$ cat src/rtl/pipe_pkg.sv
// Shared types for the pipeline hazard controller: memory handshake FSM states
// and the architectural zero register index.
package pipe_pkg;

  typedef enum logic [1:0] {
    IDLE = 2'd0,
    REQ  = 2'd1,
    WAIT = 2'd2,
    DONE = 2'd3
  } mem_state_e;

  localparam logic [4:0] REG_ZERO = 5'd0;

endpackage

$ cat src/rtl/hazard_detect.sv
// Load-use detector: a load in EX whose destination feeds a source of the
// instruction in ID; writes to x0 never create a dependency.
module hazard_detect
  import pipe_pkg::*;
(
  input  logic       idex_mem_read,
  input  logic [4:0] idex_rd,
  input  logic [4:0] ifid_rs1,
  input  logic [4:0] ifid_rs2,
  output logic       load_use
);

  assign load_use = idex_mem_read && (idex_rd != REG_ZERO) &&
                    ((idex_rd == ifid_rs1) || (idex_rd == ifid_rs2));

endmodule

$ cat src/rtl/pipe_hazard_ctrl.sv
// Stall/flush sequencer for the 5-stage pipeline: memory handshake FSM,
// fixed-priority hazard arbitration and stall-cycle/timeout bookkeeping.
module pipe_hazard_ctrl
  import pipe_pkg::*;
#(
  parameter int TIMEOUT = 255,
  parameter int TO_W    = 8,
  parameter int CNT_W   = 32
) (
  input  logic             clk_i,
  input  logic             rst_i,
  input  logic             IDEX_MemRead_i,
  input  logic [4:0]       IDEX_Rd_i,
  input  logic [4:0]       IFID_Rs1_i,
  input  logic [4:0]       IFID_Rs2_i,
  input  logic             Branch_taken_i,
  input  logic             EXMEM_MemAcc_i,
  input  logic             mem_ack_i,
  output logic             mem_req_o,
  output logic             PCWrite_o,
  output logic             IFIDWrite_o,
  output logic             IFIDFlush_o,
  output logic             IDEXBubble_o,
  output logic             EXMEMWrite_o,
  output logic             MEMWBBubble_o,
  output logic             mem_err_o,
  output logic [CNT_W-1:0] stall_cycles_o
);

  mem_state_e        state_reg, state_next;
  logic [TO_W-1:0]   to_cnt_reg, to_cnt_next;
  logic              mem_err_reg, mem_err_next;
  logic [CNT_W-1:0]  stall_cnt_reg;
  logic              load_use;
  logic              mem_stall;
  logic              lu_stall;
  logic              br_flush;

  hazard_detect u_hazard_detect (
    .idex_mem_read (IDEX_MemRead_i),
    .idex_rd       (IDEX_Rd_i),
    .ifid_rs1      (IFID_Rs1_i),
    .ifid_rs2      (IFID_Rs2_i),
    .load_use      (load_use)
  );

  always_ff @(posedge clk_i or posedge rst_i) begin
    if (rst_i) begin
      state_reg   <= IDLE;
      to_cnt_reg  <= '0;
      mem_err_reg <= 1'b0;
    end else begin
      state_reg   <= state_next;
      to_cnt_reg  <= to_cnt_next;
      mem_err_reg <= mem_err_next;
    end
  end

  always_comb begin
    state_next   = state_reg;
    to_cnt_next  = to_cnt_reg;
    mem_err_next = mem_err_reg;
    case (state_reg)
      IDLE: if (EXMEM_MemAcc_i) state_next = REQ;
      REQ: begin
        to_cnt_next = '0;
        state_next  = mem_ack_i ? DONE : WAIT;
      end
      WAIT: begin
        to_cnt_next = to_cnt_reg + 1'b1;
        if (mem_ack_i) begin
          state_next = DONE;
        end else if (to_cnt_reg == TO_W'(TIMEOUT - 1)) begin
          mem_err_next = 1'b1;
          state_next   = DONE;
        end
      end
      DONE:    state_next = IDLE;
      default: state_next = IDLE;
    endcase
  end

  // Hazards are masked while reset is held so the pipeline sees free-run values.
  assign mem_stall = !rst_i && ((state_reg == IDLE && EXMEM_MemAcc_i) ||
                                state_reg == REQ || state_reg == WAIT);
  assign lu_stall  = !rst_i && !mem_stall && load_use;
  assign br_flush  = !rst_i && !mem_stall && !load_use && Branch_taken_i;

  always_comb begin
    PCWrite_o     = 1'b1;
    IFIDWrite_o   = 1'b1;
    IFIDFlush_o   = 1'b0;
    IDEXBubble_o  = 1'b0;
    EXMEMWrite_o  = 1'b1;
    MEMWBBubble_o = 1'b0;
    if (mem_stall) begin
      PCWrite_o     = 1'b0;
      IFIDWrite_o   = 1'b0;
      EXMEMWrite_o  = 1'b0;
      MEMWBBubble_o = 1'b1;
    end else if (lu_stall) begin
      PCWrite_o    = 1'b0;
      IFIDWrite_o  = 1'b0;
      IDEXBubble_o = 1'b1;
    end else if (br_flush) begin
      IFIDFlush_o = 1'b1;
    end
  end

  always_ff @(posedge clk_i or posedge rst_i) begin
    if (rst_i) begin
      stall_cnt_reg <= '0;
    end else if ((mem_stall || lu_stall) && stall_cnt_reg != '1) begin
      stall_cnt_reg <= stall_cnt_reg + 1'b1;
    end
  end

  assign mem_req_o      = (state_reg == REQ);
  assign mem_err_o      = mem_err_reg;
  assign stall_cycles_o = stall_cnt_reg;

endmodule

$ cat config.mk
export PLATFORM = sky130hd
export DESIGN_NAME = pipe_hazard_ctrl
export DESIGN_NICKNAME = d
export VERILOG_FILES = /design/src/rtl/pipe_pkg.sv /design/src/rtl/hazard_detect.sv /design/src/rtl/pipe_hazard_ctrl.sv
export SDC_FILE = /design/constraint.sdc
export NUM_CORES = 1
export LEC_CHECK = 0
export BUFFER_PORTS_ARGS = -buffer_cell sky130_fd_sc_hd__buf_2
export CORE_MARGIN = 2
export CORE_UTILIZATION = 52
export CTS_CLUSTER_DIAMETER = 30
export DETAILED_ROUTE_END_ITERATION = 10
export HOLD_SLACK_MARGIN = 0.1
export PLACE_DENSITY = 0.79
export SKIP_CTS_REPAIR_TIMING = 1
export SLEW_MARGIN = 20
export SYNTH_ARGS = -nofsm -noshare
export SYNTH_HDL_FRONTEND = slang
export SYNTH_SLANG_ARGS = --single-unit
$ cat constraint.sdc
create_clock -name clk_i -period 2.8 [get_ports clk_i]
set_input_delay 0.14 -clock clk_i [delete_from_list [all_inputs] [get_ports clk_i]]
set_output_delay 0.14 -clock clk_i [all_outputs]
set_load 0.01 [all_outputs]
==> metrics.txt <==
reg2reg path depth 6; Root Driver clkbuf_8; Mapped Cells between 200 and 250; First-pass DRT Iterations 4; unrepaired setup endpoints after global routing false; Crit Path Category reg2reg; leakage power roughly 1.4 nW; Critical Path End Type register; Fmax 415 MHz; synth unique cells 42; count of state elements after synthesis 43; slowest CP cell or4_1; max-slew violations 0; Setup TNS 0 ns; worst slew pin tran 0.884 ns; IR drop worst, VDD ~0.48 mV; area grow syn2layout 20.0%; Combinational Power Share about a third; Starting DRT DRC Count 85; Die ar. between 4000 and 5000 um2; final setup violating endpoints 0; Clock power frac 26.1%; FP Rows 24; antenna violations before repair 0; dpl hpwl approximately 3700 um; Worst Skew 0.00791 ns; net switching power 0.000662 W; port bufs 60; commonest non-fill, non-tap cell in the layout buf_2; H-tree depth 2; Syn Nets around 260; routed via count 1874; share of power burned in registers 40.5%; PwrDens roughly 670 nW/um2; Area contributors post-synth dfrtp_1, xnor2_1, xor2_1; GRT Overall Usage between 20% and 30%; CTS Sinks 43; Data arrival, critical path 2.59 ns; status complete, no violations; final core occ 64.1%; Max-slew headroom 40.8%; share of cells above drive strength 1 between 20% and 30%; Tcrit/Tclk final a little under nine tenths; TritonCTS buffer count 5; Final Hold Fails 0; max_cap viols 0; vias per inst between 5 and 6; core area around 4300 um2; Max Buffers Root-to-Sink 2; overall power roughly 0.0018 W; Min-Delay Path Class in2reg; nets 322; largest area contributor in the netlist dfrtp_1; Slowest Stage Delay on Critical Path roughly 0.55 ns; cells along the critical path and4_1, nand4_1, or4_1, o211ai_1, nor2_1, xor2_1; # diodes 0; Cell Area, Synth 2310 um2; ys flop type dfrtp_1; Die W 70.6 um; post-synthesis sequential area ratio between 40% and 50%; Initial Util a little over half; Synth top area share 46.6%; Final GP Congestion 0.839; Sw Share 35.8%; Syn. warnings 0; drt total wl between 4000 and 5000 um; min Tclk post-route 2.41 ns; most frequent cells in the layout buf_2, dfrtp_1, xnor2_1, nand2_1, nand4_1; clk_lat worst skew 0.30 ns; wire per inst approximately 14 um; Worst EP required 2.98 ns; Syn Area/Cell roughly 10 um2; first-pass GRT wire length 8300 um; I/O pins 61; number of flops mapped to enable cells by yosys 0; vias in the first global route 1821; # DRC 0; Worst Path Max Fanout 11; antenna-violating nets left 0; largest net degree at the start of global routing 44; max reg flops 32; clk slew on worst S/H paths 0.09 ns; Hold WS 0.323 ns; FFs w/ async S/R, synth 100%; CTS tree done; Die H 70.6 um; total grt overflow 0; WHS Path Cells 3; cell-internal power 0.00119 W; crit path launch type register
-- power by group through the flow --
| stage | registers (W) | logic (W) | clock network, W |
|---|---|---|---|
| CTS | 0.000749 | 0.000623 | 0.000494 |
| finish | 0.000750 | 0.000617 | 0.000483 |
| global route | 0.000760 | 0.000702 | 0.000519 |
| detailed placement | 0.000760 | 0.000623 | 0 |
| global placement | 0.000755 | 0.000599 | 0 |
| floorplan | 0.000765 | 0.000464 | 0 |
-- routing by layer --
layer / vias up / routed length (um) / track usage [%]
li1: 939 / - / -
met1: 881 / 2270 / 27.1
met2: 45 / 2300 / 34.5
met3: 9 / 220 / 5.56
met4: 0 / 87 / 6.29
met5: - / 0 / 0
-- per-stage QoR --
stage	cell area (um2)	setup WS (ns)	cells
global route	2770	0.193	347
finish	2770	0.388	347
global placement	2640	0.509	337
detailed placement	2640	0.413	337
floorplan	2310	0.680	229
CTS	2750	0.396	345
-- cells by family (layout without fill, tap and decap cells) --
family	count (synthesis)	count (layout)	share of synthesized area (%)
AOI/OAI and AO/OA	23	23	6.45
xor gates and xnor gates	42	42	15.9
adders and majority gates	7	7	3.79
buffers and inverters	16	82	3.63
muxes	3	3	1.35
DFF	43	43	46.6
and+or+nand+nor	95	95	22.3
-- synth_stat cells (2+ instances only) --
library cell  instances
o22ai_1               3
nand3_1              12
nand4_1              14
or4_1                 2
ha_1                  7
and3_1                8
nand2_1              25
nor3_1                7
nor2_1                9
mux2i_1               2
and4_1                3
or3_1                 2
a21oi_1               5
dfrtp_1              43
o21ai_0               6
nor4_1                4
nor2b_1               2
xnor2_1              29
xor2_1               13
inv_1                11
-- final timing paths --
kind	startpoint	to	slack, ns
setup / recovery	stall_cycles_o[2]$_DFFE_PP0P_	stall_cycles_o[8]$_DFFE_PP0P_	0.39
hold / removal	EXMEM_MemAcc_i	state_reg[1]$_DFFE_PP0P_	0.32
setup reg to reg	stall_cycles_o[2]$_DFFE_PP0P_	stall_cycles_o[8]$_DFFE_PP0P_	0.39
hold reg to reg	mem_err_o$_DFFE_PP0P_	mem_err_o$_DFFE_PP0P_	0.46
max in group asynchronous	rst_i	stall_cycles_o[1]$_DFFE_PP0P_	1.87
min in group asynchronous	rst_i	state_reg[1]$_DFFE_PP0P_	0.57
-- worst max-delay path, delay by kind of cell, from the launching register on --
kind	cells	cell delay (ns)
simple gates	4	1.22
flops	1	0.45
xor+xnor	1	0.18
compound gates	1	0.43
-- area by class of cell --
class	count	area, um2
Fill cell	383	1550
Multi-Input combinational cell	170	1150
Sequential cell	43	1080
Timing Repair Buffer	63	328
Clock buffer	5	68.8
Tap cell	52	65.1
Clock inverter	3	43.8
Inverter	11	41.3
Note: power is estimated with default switching activity, not from simulation.
